<file path="config.mk">
export PLATFORM = sky130hd
export DESIGN_NAME = skew_addr_gen_flat
export DESIGN_NICKNAME = d
export VERILOG_FILES = /design/src/rtl/skew_addr_pkg.sv /design/src/rtl/skew_addr_gen_if.sv /design/src/rtl/skew_addr_lane.sv /design/src/rtl/skew_addr_gen.sv /design/src/flat_wrapper.sv
export SDC_FILE = /design/constraint.sdc
export NUM_CORES = 2
export LEC_CHECK = 0
export ABC_CLOCK_PERIOD_IN_PS = 6900
export BUFFER_PORTS_ARGS = -buffer_cell sky130_fd_sc_hd__buf_2
export CORE_AREA = 2 2 290 292
export DETAILED_ROUTE_END_ITERATION = 6
export DIE_AREA = 0 0 292 294
export PLACE_DENSITY = 0.77
export SYNTH_ARGS = -nofsm -noshare
export SYNTH_HDL_FRONTEND = slang
export SYNTH_SLANG_ARGS = --single-unit
</file>
<file path="constraint.sdc">
create_clock -name clk -period 6.9 [get_ports clk]
set_input_delay 0.69 -clock clk [delete_from_list [all_inputs] [get_ports clk]]
set_output_delay 0.69 -clock clk [all_outputs]
set_load 0.03 [all_outputs]
</file>
<file path="src/rtl/skew_addr_pkg.sv">
// +----------------------------------------------------------------------------+
// | Module  : skew_addr_pkg                                                    |
// | Brief   : Shared types and helpers for the skewed address sequencer.       |
// | Revision: 1.0                                                              |
// +----------------------------------------------------------------------------+
`default_nettype none

package skew_addr_pkg;

  typedef enum logic [1:0] {
    ST_IDLE = 2'd0,
    ST_RUN  = 2'd1,
    ST_FIN  = 2'd2
  } state_t;

  localparam int c_idle_addr = 127;

  function automatic int max2(input int a, input int b);
    return (a > b) ? a : b;
  endfunction

  // Final wavefront step: the widest array's last lane finishes its L-th element.
  function automatic int calc_last(input int len, input int nlanes);
    return len + nlanes - 2;
  endfunction

endpackage

`default_nettype wire

</file>
<file path="src/rtl/skew_addr_gen_if.sv">
// +----------------------------------------------------------------------------+
// | Module  : skew_addr_gen_if                                                 |
// | Brief   : Control/command and bank-address bundle of the skew sequencer.   |
// | Revision: 1.0                                                              |
// +----------------------------------------------------------------------------+
`default_nettype none

interface skew_addr_gen_if #(
  parameter int NUM_W  = 32,
  parameter int NUM_D  = 32,
  parameter int ADDR_W = 10,
  parameter int LEN_W  = 7
);

  logic                    start;
  logic [LEN_W-1:0]        queue_len;
  logic [ADDR_W-1:0]       base_w;
  logic [ADDR_W-1:0]       base_d;
  logic                    stall;
  logic [NUM_W*ADDR_W-1:0] raddr_w;
  logic [NUM_D*ADDR_W-1:0] raddr_d;
  logic [NUM_W-1:0]        ren_w;
  logic [NUM_D-1:0]        ren_d;
  logic [LEN_W+5:0]        serial_num;
  logic                    busy;
  logic                    done;

  modport master (
    output start, queue_len, base_w, base_d, stall,
    input  raddr_w, raddr_d, ren_w, ren_d, serial_num, busy, done
  );

  modport slave (
    input  start, queue_len, base_w, base_d, stall,
    output raddr_w, raddr_d, ren_w, ren_d, serial_num, busy, done
  );

endinterface

`default_nettype wire

</file>
<file path="src/rtl/skew_addr_lane.sv">
// +----------------------------------------------------------------------------+
// | Module  : skew_addr_lane                                                   |
// | Brief   : One bank lane: window test against step k, offset add, register. |
// | Revision: 1.0                                                              |
// +----------------------------------------------------------------------------+
`default_nettype none

module skew_addr_lane #(
  parameter int                LANE_IDX  = 0,
  parameter int                ADDR_W    = 10,
  parameter int                LEN_W     = 7,
  parameter logic [ADDR_W-1:0] IDLE_ADDR = ADDR_W'(127)
) (
  input  wire logic              clk,
  input  wire logic              srstn,
  input  wire logic              issue,
  input  wire logic              clear,
  input  wire logic [LEN_W+5:0]  k,
  input  wire logic [LEN_W-1:0]  len,
  input  wire logic [ADDR_W-1:0] base,
  output logic      [ADDR_W-1:0] addr,
  output logic                   ren
);

  localparam int c_cnt_w = LEN_W + 6;

  logic [c_cnt_w-1:0] w_off;
  logic               w_act;
  logic [ADDR_W-1:0]  w_addr;
  logic [ADDR_W-1:0]  r_addr;
  logic               r_ren;

  assign w_off  = k - c_cnt_w'(LANE_IDX);
  assign w_act  = (k >= c_cnt_w'(LANE_IDX)) && (w_off < c_cnt_w'(len));
  assign w_addr = base + ADDR_W'(w_off);

  // A stalled cycle keeps the last address but withdraws the read enable.
  always_ff @(posedge clk) begin
    if (!srstn || clear) begin
      r_addr <= IDLE_ADDR;
      r_ren  <= 1'b0;
    end else if (issue) begin
      r_addr <= w_act ? w_addr : IDLE_ADDR;
      r_ren  <= w_act;
    end else begin
      r_ren  <= 1'b0;
    end
  end

  assign addr = r_addr;
  assign ren  = r_ren;

endmodule

`default_nettype wire

</file>
<file path="src/rtl/skew_addr_gen.sv">
// +----------------------------------------------------------------------------+
// | Module  : skew_addr_gen                                                    |
// | Brief   : Diagonal-wavefront read-address sequencer for systolic SRAMs.    |
// |           Optional stall support under macro SKEW_ADDR_STALL_EN.           |
// | Revision: 1.0                                                              |
// +----------------------------------------------------------------------------+
`default_nettype none

module skew_addr_gen
  import skew_addr_pkg::*;
#(
  parameter int                NUM_W     = 32,
  parameter int                NUM_D     = 32,
  parameter int                ADDR_W    = 10,
  parameter int                LEN_W     = 7,
  parameter logic [ADDR_W-1:0] IDLE_ADDR = ADDR_W'(c_idle_addr)
) (
  input wire logic        clk,
  input wire logic        srstn,
  skew_addr_gen_if.slave  bus
);

  localparam int c_max_n = max2(NUM_W, NUM_D);
  localparam int c_cnt_w = LEN_W + 6;

  state_t                  r_state;
  logic [c_cnt_w-1:0]      r_k;
  logic [LEN_W-1:0]        r_len;
  logic [ADDR_W-1:0]       r_base_w;
  logic [ADDR_W-1:0]       r_base_d;
  logic [c_cnt_w-1:0]      r_serial;
  logic                    r_busy;
  logic                    r_done;
  logic                    w_stall;
  logic                    w_issue;
  logic                    w_clear;
  logic [c_cnt_w-1:0]      w_last;
  logic [NUM_W*ADDR_W-1:0] w_raddr_w;
  logic [NUM_D*ADDR_W-1:0] w_raddr_d;
  logic [NUM_W-1:0]        w_ren_w;
  logic [NUM_D-1:0]        w_ren_d;

`ifdef SKEW_ADDR_STALL_EN
  assign w_stall = bus.stall;
`else
  assign w_stall = bus.stall & 1'b0;
`endif

  assign w_last  = c_cnt_w'(calc_last(int'(r_len), c_max_n));
  assign w_issue = (r_state == ST_RUN) && !w_stall;
  assign w_clear = (r_state != ST_RUN);

  always_ff @(posedge clk) begin
    if (!srstn) begin
      r_state  <= ST_IDLE;
      r_k      <= '0;
      r_len    <= '0;
      r_base_w <= '0;
      r_base_d <= '0;
      r_serial <= '0;
      r_busy   <= 1'b0;
      r_done   <= 1'b0;
    end else begin
      case (r_state)
        ST_IDLE: begin
          r_done   <= 1'b0;
          r_serial <= '0;
          if (bus.start) begin
            r_len    <= bus.queue_len;
            r_base_w <= bus.base_w;
            r_base_d <= bus.base_d;
            r_k      <= '0;
            r_busy   <= 1'b1;
            // An empty pass still reports completion through FIN.
            if (bus.queue_len == '0) begin
              r_state <= ST_FIN;
              r_done  <= 1'b1;
            end else begin
              r_state <= ST_RUN;
            end
          end
        end
        ST_RUN: begin
          if (!w_stall) begin
            r_serial <= r_k;
            r_k      <= r_k + c_cnt_w'(1);
            if (r_k == w_last) begin
              r_state <= ST_FIN;
              r_done  <= 1'b1;
            end
          end
        end
        ST_FIN: begin
          r_state  <= ST_IDLE;
          r_busy   <= 1'b0;
          r_done   <= 1'b0;
          r_serial <= '0;
        end
        default: begin
          r_state <= ST_IDLE;
          r_busy  <= 1'b0;
          r_done  <= 1'b0;
        end
      endcase
    end
  end

  for (genvar j = 0; j < NUM_W; j++) begin : g_lane_w
    skew_addr_lane #(
      .LANE_IDX (j),
      .ADDR_W   (ADDR_W),
      .LEN_W    (LEN_W),
      .IDLE_ADDR(IDLE_ADDR)
    ) u_lane (
      .clk  (clk),
      .srstn(srstn),
      .issue(w_issue),
      .clear(w_clear),
      .k    (r_k),
      .len  (r_len),
      .base (r_base_w),
      .addr (w_raddr_w[j*ADDR_W +: ADDR_W]),
      .ren  (w_ren_w[j])
    );
  end

  for (genvar j = 0; j < NUM_D; j++) begin : g_lane_d
    skew_addr_lane #(
      .LANE_IDX (j),
      .ADDR_W   (ADDR_W),
      .LEN_W    (LEN_W),
      .IDLE_ADDR(IDLE_ADDR)
    ) u_lane (
      .clk  (clk),
      .srstn(srstn),
      .issue(w_issue),
      .clear(w_clear),
      .k    (r_k),
      .len  (r_len),
      .base (r_base_d),
      .addr (w_raddr_d[j*ADDR_W +: ADDR_W]),
      .ren  (w_ren_d[j])
    );
  end

  assign bus.raddr_w    = w_raddr_w;
  assign bus.raddr_d    = w_raddr_d;
  assign bus.ren_w      = w_ren_w;
  assign bus.ren_d      = w_ren_d;
  assign bus.serial_num = r_serial;
  assign bus.busy       = r_busy;
  assign bus.done       = r_done;

endmodule

`default_nettype wire

</file>
<file path="src/flat_wrapper.sv">
// flat-port wrapper written by rule: the top's interface ports become plain ports
module skew_addr_gen_flat import skew_addr_pkg::*;
#(
  parameter int                NUM_W     = 32,
  parameter int                NUM_D     = 32,
  parameter int                ADDR_W    = 10,
  parameter int                LEN_W     = 7,
  parameter logic [ADDR_W-1:0] IDLE_ADDR = ADDR_W'(c_idle_addr)
)
  (clk, srstn, bus_start, bus_queue_len, bus_base_w, bus_base_d, bus_stall, bus_raddr_w, bus_raddr_d, bus_ren_w, bus_ren_d, bus_serial_num, bus_busy, bus_done);
  skew_addr_gen_if #(.NUM_W(NUM_W), .NUM_D(NUM_D), .ADDR_W(ADDR_W), .LEN_W(LEN_W)) bus_i ();
  input wire logic clk;
  input wire logic srstn;
  input wire logic [$bits(bus_i.start)-1:0] bus_start;
  input wire logic [$bits(bus_i.queue_len)-1:0] bus_queue_len;
  input wire logic [$bits(bus_i.base_w)-1:0] bus_base_w;
  input wire logic [$bits(bus_i.base_d)-1:0] bus_base_d;
  input wire logic [$bits(bus_i.stall)-1:0] bus_stall;
  output wire logic [$bits(bus_i.raddr_w)-1:0] bus_raddr_w;
  output wire logic [$bits(bus_i.raddr_d)-1:0] bus_raddr_d;
  output wire logic [$bits(bus_i.ren_w)-1:0] bus_ren_w;
  output wire logic [$bits(bus_i.ren_d)-1:0] bus_ren_d;
  output wire logic [$bits(bus_i.serial_num)-1:0] bus_serial_num;
  output wire logic [$bits(bus_i.busy)-1:0] bus_busy;
  output wire logic [$bits(bus_i.done)-1:0] bus_done;
  assign bus_i.start = bus_start;
  assign bus_i.queue_len = bus_queue_len;
  assign bus_i.base_w = bus_base_w;
  assign bus_i.base_d = bus_base_d;
  assign bus_i.stall = bus_stall;
  assign bus_raddr_w = bus_i.raddr_w;
  assign bus_raddr_d = bus_i.raddr_d;
  assign bus_ren_w = bus_i.ren_w;
  assign bus_ren_d = bus_i.ren_d;
  assign bus_serial_num = bus_i.serial_num;
  assign bus_busy = bus_i.busy;
  assign bus_done = bus_i.done;
  skew_addr_gen #(.NUM_W(NUM_W), .NUM_D(NUM_D), .ADDR_W(ADDR_W), .LEN_W(LEN_W), .IDLE_ADDR(IDLE_ADDR)) u_core (.clk(clk), .srstn(srstn), .bus(bus_i));
endmodule
</file>
==> report_table.html <==
<table>
<tr><th>Metric</th><th>Value</th></tr>
<tr><th colspan="2">Clocking</th></tr>
<tr><td>H-tree levels</td><td>3</td></tr>
<tr><td>CTS tree</td><td>built</td></tr>
<tr><td>Maximum clock path buffer count</td><td>3</td></tr>
<tr><td>Number of gates resized after cts</td><td>0</td></tr>
<tr><td>Post-CTS clock slew at the launch and capture registers of the worst setup and hold paths</td><td>approximately 0.070 ns</td></tr>
<tr><td>CTS Buf Count</td><td>75</td></tr>
<tr><td>Clock Sinks</td><td>around 730</td></tr>
<tr><td>Post-CTS Setup Repair Bufs</td><td>0</td></tr>
<tr><td>Count of hold-fix buffers inserted at cts</td><td>0</td></tr>
<tr><td>Clk_lat worst skew</td><td>roughly 0.65 ns</td></tr>
<tr><td>Clock tree root driver cell</td><td>sky130_fd_sc_hd__clkbuf_16</td></tr>
<tr><th colspan="2">Floorplan</th></tr>
<tr><td>Site row count</td><td>between 100 and 150</td></tr>
<tr><td>Die extent in y</td><td>roughly 290 um</td></tr>
<tr><td>Die area</td><td>85800 um2</td></tr>
<tr><td>Initial Util</td><td>0.543</td></tr>
<tr><td>IO Pins</td><td>750</td></tr>
<tr><td>Die outline width</td><td>between 200 and 300 um</td></tr>
<tr><td>Core area</td><td>slightly above 80000 um2</td></tr>
<tr><th colspan="2">Run status</th></tr>
<tr><td>Outcome</td><td>complete, no violations</td></tr>
<tr><th colspan="2">Timing</th></tr>
<tr><td>Final-report hold violation count</td><td>0</td></tr>
<tr><td>Final worst path period share</td><td>0.803</td></tr>
<tr><td>Fmax</td><td>180 MHz</td></tr>
<tr><td>Relative max-transition margin</td><td>0.121</td></tr>
<tr><td>Tightest Pin Transition</td><td>between 1 and 1.5 ns</td></tr>
<tr><td>Final slew viol count</td><td>0</td></tr>
<tr><td>Worst-case clock skew</td><td>between 0.02 and 0.03 ns</td></tr>
<tr><td>RSZ-0062 raised after global routing</td><td>no</td></tr>
<tr><td>Setup violations, final</td><td>0</td></tr>
<tr><td>Setup total negative slack</td><td>0 ns</td></tr>
<tr><td>Minimum period implied by the final worst setup slack</td><td>between 5 and 6 ns</td></tr>
<tr><th colspan="2">Routing</th></tr>
<tr><td>Initial DRC Count</td><td>~4600</td></tr>
<tr><td>Total via count after detailed routing</td><td>43300</td></tr>
<tr><td>Detailed Routing Iterations Pass 1</td><td>6</td></tr>
<tr><td>Via/cell ratio</td><td>~6.2</td></tr>
<tr><td>Post-route DRC</td><td>0</td></tr>
<tr><td>DRT Wirelength</td><td>between 150000 and 200000 um</td></tr>
<tr><td>Detail Route Antenna Nets</td><td>0</td></tr>
<tr><td>Routed wire length per instance</td><td>24.9 um</td></tr>
<tr><th colspan="2">Finish</th></tr>
<tr><td>Proportion of layout cells with a drive suffix above 1</td><td>0.177</td></tr>
<tr><td>Most common cell after layout, fill and taps aside</td><td>sky130_fd_sc_hd__buf_2</td></tr>
<tr><td>Most used cells in the layout excluding fill and tap cells</td><td>sky130_fd_sc_hd__buf_2, sky130_fd_sc_hd__dfxtp_1, sky130_fd_sc_hd__nand2_1</td></tr>
<tr><td>Post-layout nets</td><td>6414</td></tr>
<tr><td>Signed area change from the synthesized netlist to the final layout</td><td>15.6%</td></tr>
<tr><th colspan="2">GRT</th></tr>
<tr><td>Grt ovf</td><td>0</td></tr>
<tr><td>Vias in the first global route</td><td>40500</td></tr>
<tr><td>Wire length of the first global-routing pass</td><td>~250000 um</td></tr>
<tr><td>Total GRT Usage</td><td>0.384</td></tr>
<tr><td>Maximum number of pins on one net before global-route repair</td><td>39</td></tr>
<tr><td>Antenna violations before repair</td><td>10</td></tr>
<tr><th colspan="2">Worst hold path</th></tr>
<tr><td>Type of the tightest min-delay check</td><td>in2reg</td></tr>
<tr><th colspan="2">Setup path</th></tr>
<tr><td>Data arrival time of the worst path</td><td>6.05 ns</td></tr>
<tr><td>Critical path required time</td><td>about 7.4 ns</td></tr>
<tr><td>CP Max Fanout</td><td>19</td></tr>
<tr><td>CP Launch Type</td><td>flop</td></tr>
<tr><td>Classification of the worst setup path</td><td>reg2reg</td></tr>
<tr><td>Crit path capture type</td><td>flop</td></tr>
<tr><th colspan="2">Pwr</th></tr>
<tr><td>Final total power</td><td>between 10 and 15 mW</td></tr>
<tr><td>Maximum vdd drop</td><td>between 150 and 200 uV</td></tr>
<tr><td>Portion of total power attributed to combinational logic</td><td>0.215</td></tr>
<tr><td>Leakage component of the power</td><td>22.1 nW</td></tr>
<tr><td>Internal cell power</td><td>7.46 mW</td></tr>
<tr><td>Net Sw Frac</td><td>0.304</td></tr>
<tr><td>Net switching power of the design</td><td>roughly 3.3 mW</td></tr>
<tr><td>Total power density per cell area</td><td>approximately 210 nW/um2</td></tr>
<tr><td>Share of total power in sequential cells</td><td>0.398</td></tr>
<tr><td>Part of the power in the clock network</td><td>0.387</td></tr>
<tr><th colspan="2">Logic synthesis</th></tr>
<tr><td>Number of enable flip-flop cells after synthesis</td><td>0</td></tr>
<tr><td>Synthesized area</td><td>~45000 um2</td></tr>
<tr><td>Syn nets</td><td>between 5000 and 6000</td></tr>
<tr><td>Number of register bits inferred by synthesis</td><td>729</td></tr>
<tr><td>Gate Count Post-Synth</td><td>roughly 5200</td></tr>
<tr><td>Post-synthesis sequential area ratio</td><td>0.325</td></tr>
<tr><td>Syn Area/Cell</td><td>~8.6 um2</td></tr>
<tr><td>Most used flip-flop cell after synthesis</td><td>sky130_fd_sc_hd__dfxtp_1</td></tr>
<tr><td>Count of yosys warnings during synthesis</td><td>0</td></tr>
<tr><td>Count of unique library cells instantiated by Yosys</td><td>84</td></tr>
<tr><td>Proportion of synthesized flip-flops having asynchronous set or reset</td><td>0</td></tr>
<tr><th colspan="2">Place</th></tr>
<tr><td>Final weighted congestion in routability-driven placement</td><td>between 0.9 and 1</td></tr>
<tr><td>Buffers added on ports</td><td>approximately 750</td></tr>
<tr><td>Final HPWL from detailed placement</td><td>between 100000 and 150000 um</td></tr>
<tr><th colspan="2">Job</th></tr>
<tr><td>Max cap viols</td><td>0</td></tr>
</table>
## state kept, by name, indices dropped and copies added (netlist names)
register,cells
u_core.r_base_w,10
u_core.r_k,13
u_core.bus.done,1
u_core.r_base_d,10
u_core.g_lane_d.u_lane.ren,14
u_core.bus.serial_num,13
u_core.bus.busy,1
u_core.g_lane_w.u_lane.ren,18
u_core.r_len,7
u_core.g_lane_w.u_lane.addr,320
u_core.r_state,2
u_core.g_lane_d.u_lane.addr,320
## metal layers
metal | track usage | share of wire | routed length [um]
met1 | 0.479 | 0.39 | 67300
met4 | 0.219 | 0.064 | 11100
met3 | 0.0929 | 0.11 | 19000
met2 | 0.607 | 0.44 | 76200
met5 | 0 | 0.00051 | 89
## area by class of cell
type	instances	area (um2)
antenna	3	7.51
clock buffer	103	2150
clock inverter	30	350
fill	7167	30900
inverter	128	480
multi-input combinational	4080	28700
sequential	729	14600
tap	1080	1350
timing repair buffer	827	4340
## path summary, 6_finish.rpt
path                         from  depth (start not counted)  slack, ns                            endpoint
setup / recovery    u_core.r_k[5]                          8       1.36  u_core.g_lane_w[15].u_lane.addr[1]
hold / removal      bus_base_d[7]                          3       0.30                  u_core.r_base_d[7]
setup reg to reg    u_core.r_k[5]                          8       1.36  u_core.g_lane_w[15].u_lane.addr[1]
hold reg to reg   u_core.bus.done                          2       0.46                     u_core.bus.done
## logic make-up (layout without fill, tap and decap cells)
| family | count (synthesis) | count (layout) | synth area share |
|---|---|---|---|
| AND/OR/NAND/NOR | 1823 | 1823 | 0.198 |
| XOR/XNOR | 632 | 632 | 0.123 |
| other | 0 | 3 | 0 |
| AO/OA/AOI/OAI | 1066 | 1066 | 0.158 |
| buffers and inverters | 414 | 1088 | 0.0411 |
| flip-flops | 729 | 729 | 0.325 |
| multiplexers | 17 | 17 | 0.00381 |
| adder cells (fa/ha/maj) | 542 | 542 | 0.152 |
## power by group through the flow
stage | Sequential, mW | Clock, mW | Combinational (mW)
detailed placement | 4.36 | 0 | 2.22
CTS | 4.27 | 4.18 | 2.24
global placement | 4.36 | 0 | 2.19
finish | 4.27 | 4.15 | 2.30
floorplan | 4.38 | 0 | 1.58
global route | 4.27 | 4.35 | 2.48
## critical path: stages, from the launching register on
cell and delay, ns:
sky130_fd_sc_hd__dfxtp_2 0.40, sky130_fd_sc_hd__inv_2 0.44, sky130_fd_sc_hd__ha_1 1.01, sky130_fd_sc_hd__or3b_2 0.77, sky130_fd_sc_hd__nor2_1 1.06, sky130_fd_sc_hd__nand2_1 0.17
sky130_fd_sc_hd__xnor2_1 0.31, sky130_fd_sc_hd__nand4_1 0.63, sky130_fd_sc_hd__or3_1 0.59
## synth_stat cells (26+ instances only)
master,number,share of area
sky130_fd_sc_hd__or3_1,103,0.014
sky130_fd_sc_hd__ha_1,534,0.15
sky130_fd_sc_hd__buf_4,65,0.011
sky130_fd_sc_hd__o41ai_1,37,0.0072
sky130_fd_sc_hd__or2_2,30,0.0042
sky130_fd_sc_hd__inv_1,121,0.010
sky130_fd_sc_hd__nand3b_1,27,0.0045
sky130_fd_sc_hd__a21o_1,114,0.019
sky130_fd_sc_hd__buf_1,26,0.0022
sky130_fd_sc_hd__and3_1,34,0.0047
sky130_fd_sc_hd__o2111ai_1,49,0.0095
sky130_fd_sc_hd__clkbuf_1,171,0.014
sky130_fd_sc_hd__a21oi_1,281,0.031
sky130_fd_sc_hd__nand3_1,279,0.031
sky130_fd_sc_hd__nand2b_1,56,0.0078
sky130_fd_sc_hd__o211ai_1,68,0.011
sky130_fd_sc_hd__xnor2_1,435,0.085
sky130_fd_sc_hd__a211oi_1,29,0.0048
sky130_fd_sc_hd__nor2_1,294,0.025
sky130_fd_sc_hd__and2_1,52,0.0072
sky130_fd_sc_hd__a21boi_0,39,0.0065
sky130_fd_sc_hd__nor2b_1,34,0.0047
sky130_fd_sc_hd__o21ai_0,180,0.020
sky130_fd_sc_hd__o21a_1,51,0.0085
sky130_fd_sc_hd__xor2_1,197,0.038
sky130_fd_sc_hd__a31oi_1,51,0.0071
sky130_fd_sc_hd__nor3_1,207,0.023
sky130_fd_sc_hd__nand2_1,576,0.048
sky130_fd_sc_hd__dfxtp_1,729,0.32
## metrics by stage
step                      std cells  worst slack, ns  hold slack [ns]  cell area (um2)  utilization
after floorplan                5223             2.13            0.456            45000            -
after global placement         6844             1.78            0.444            49500        0.597
after detailed placement       6844             1.73            0.443            49500        0.597
after CTS                      6977             1.70            0.280            52000        0.627
after global routing           6977             1.49            0.321            52000        0.627
final                          6980             1.36            0.295            52000        0.627
Note: power is estimated with default switching activity, not from simulation.
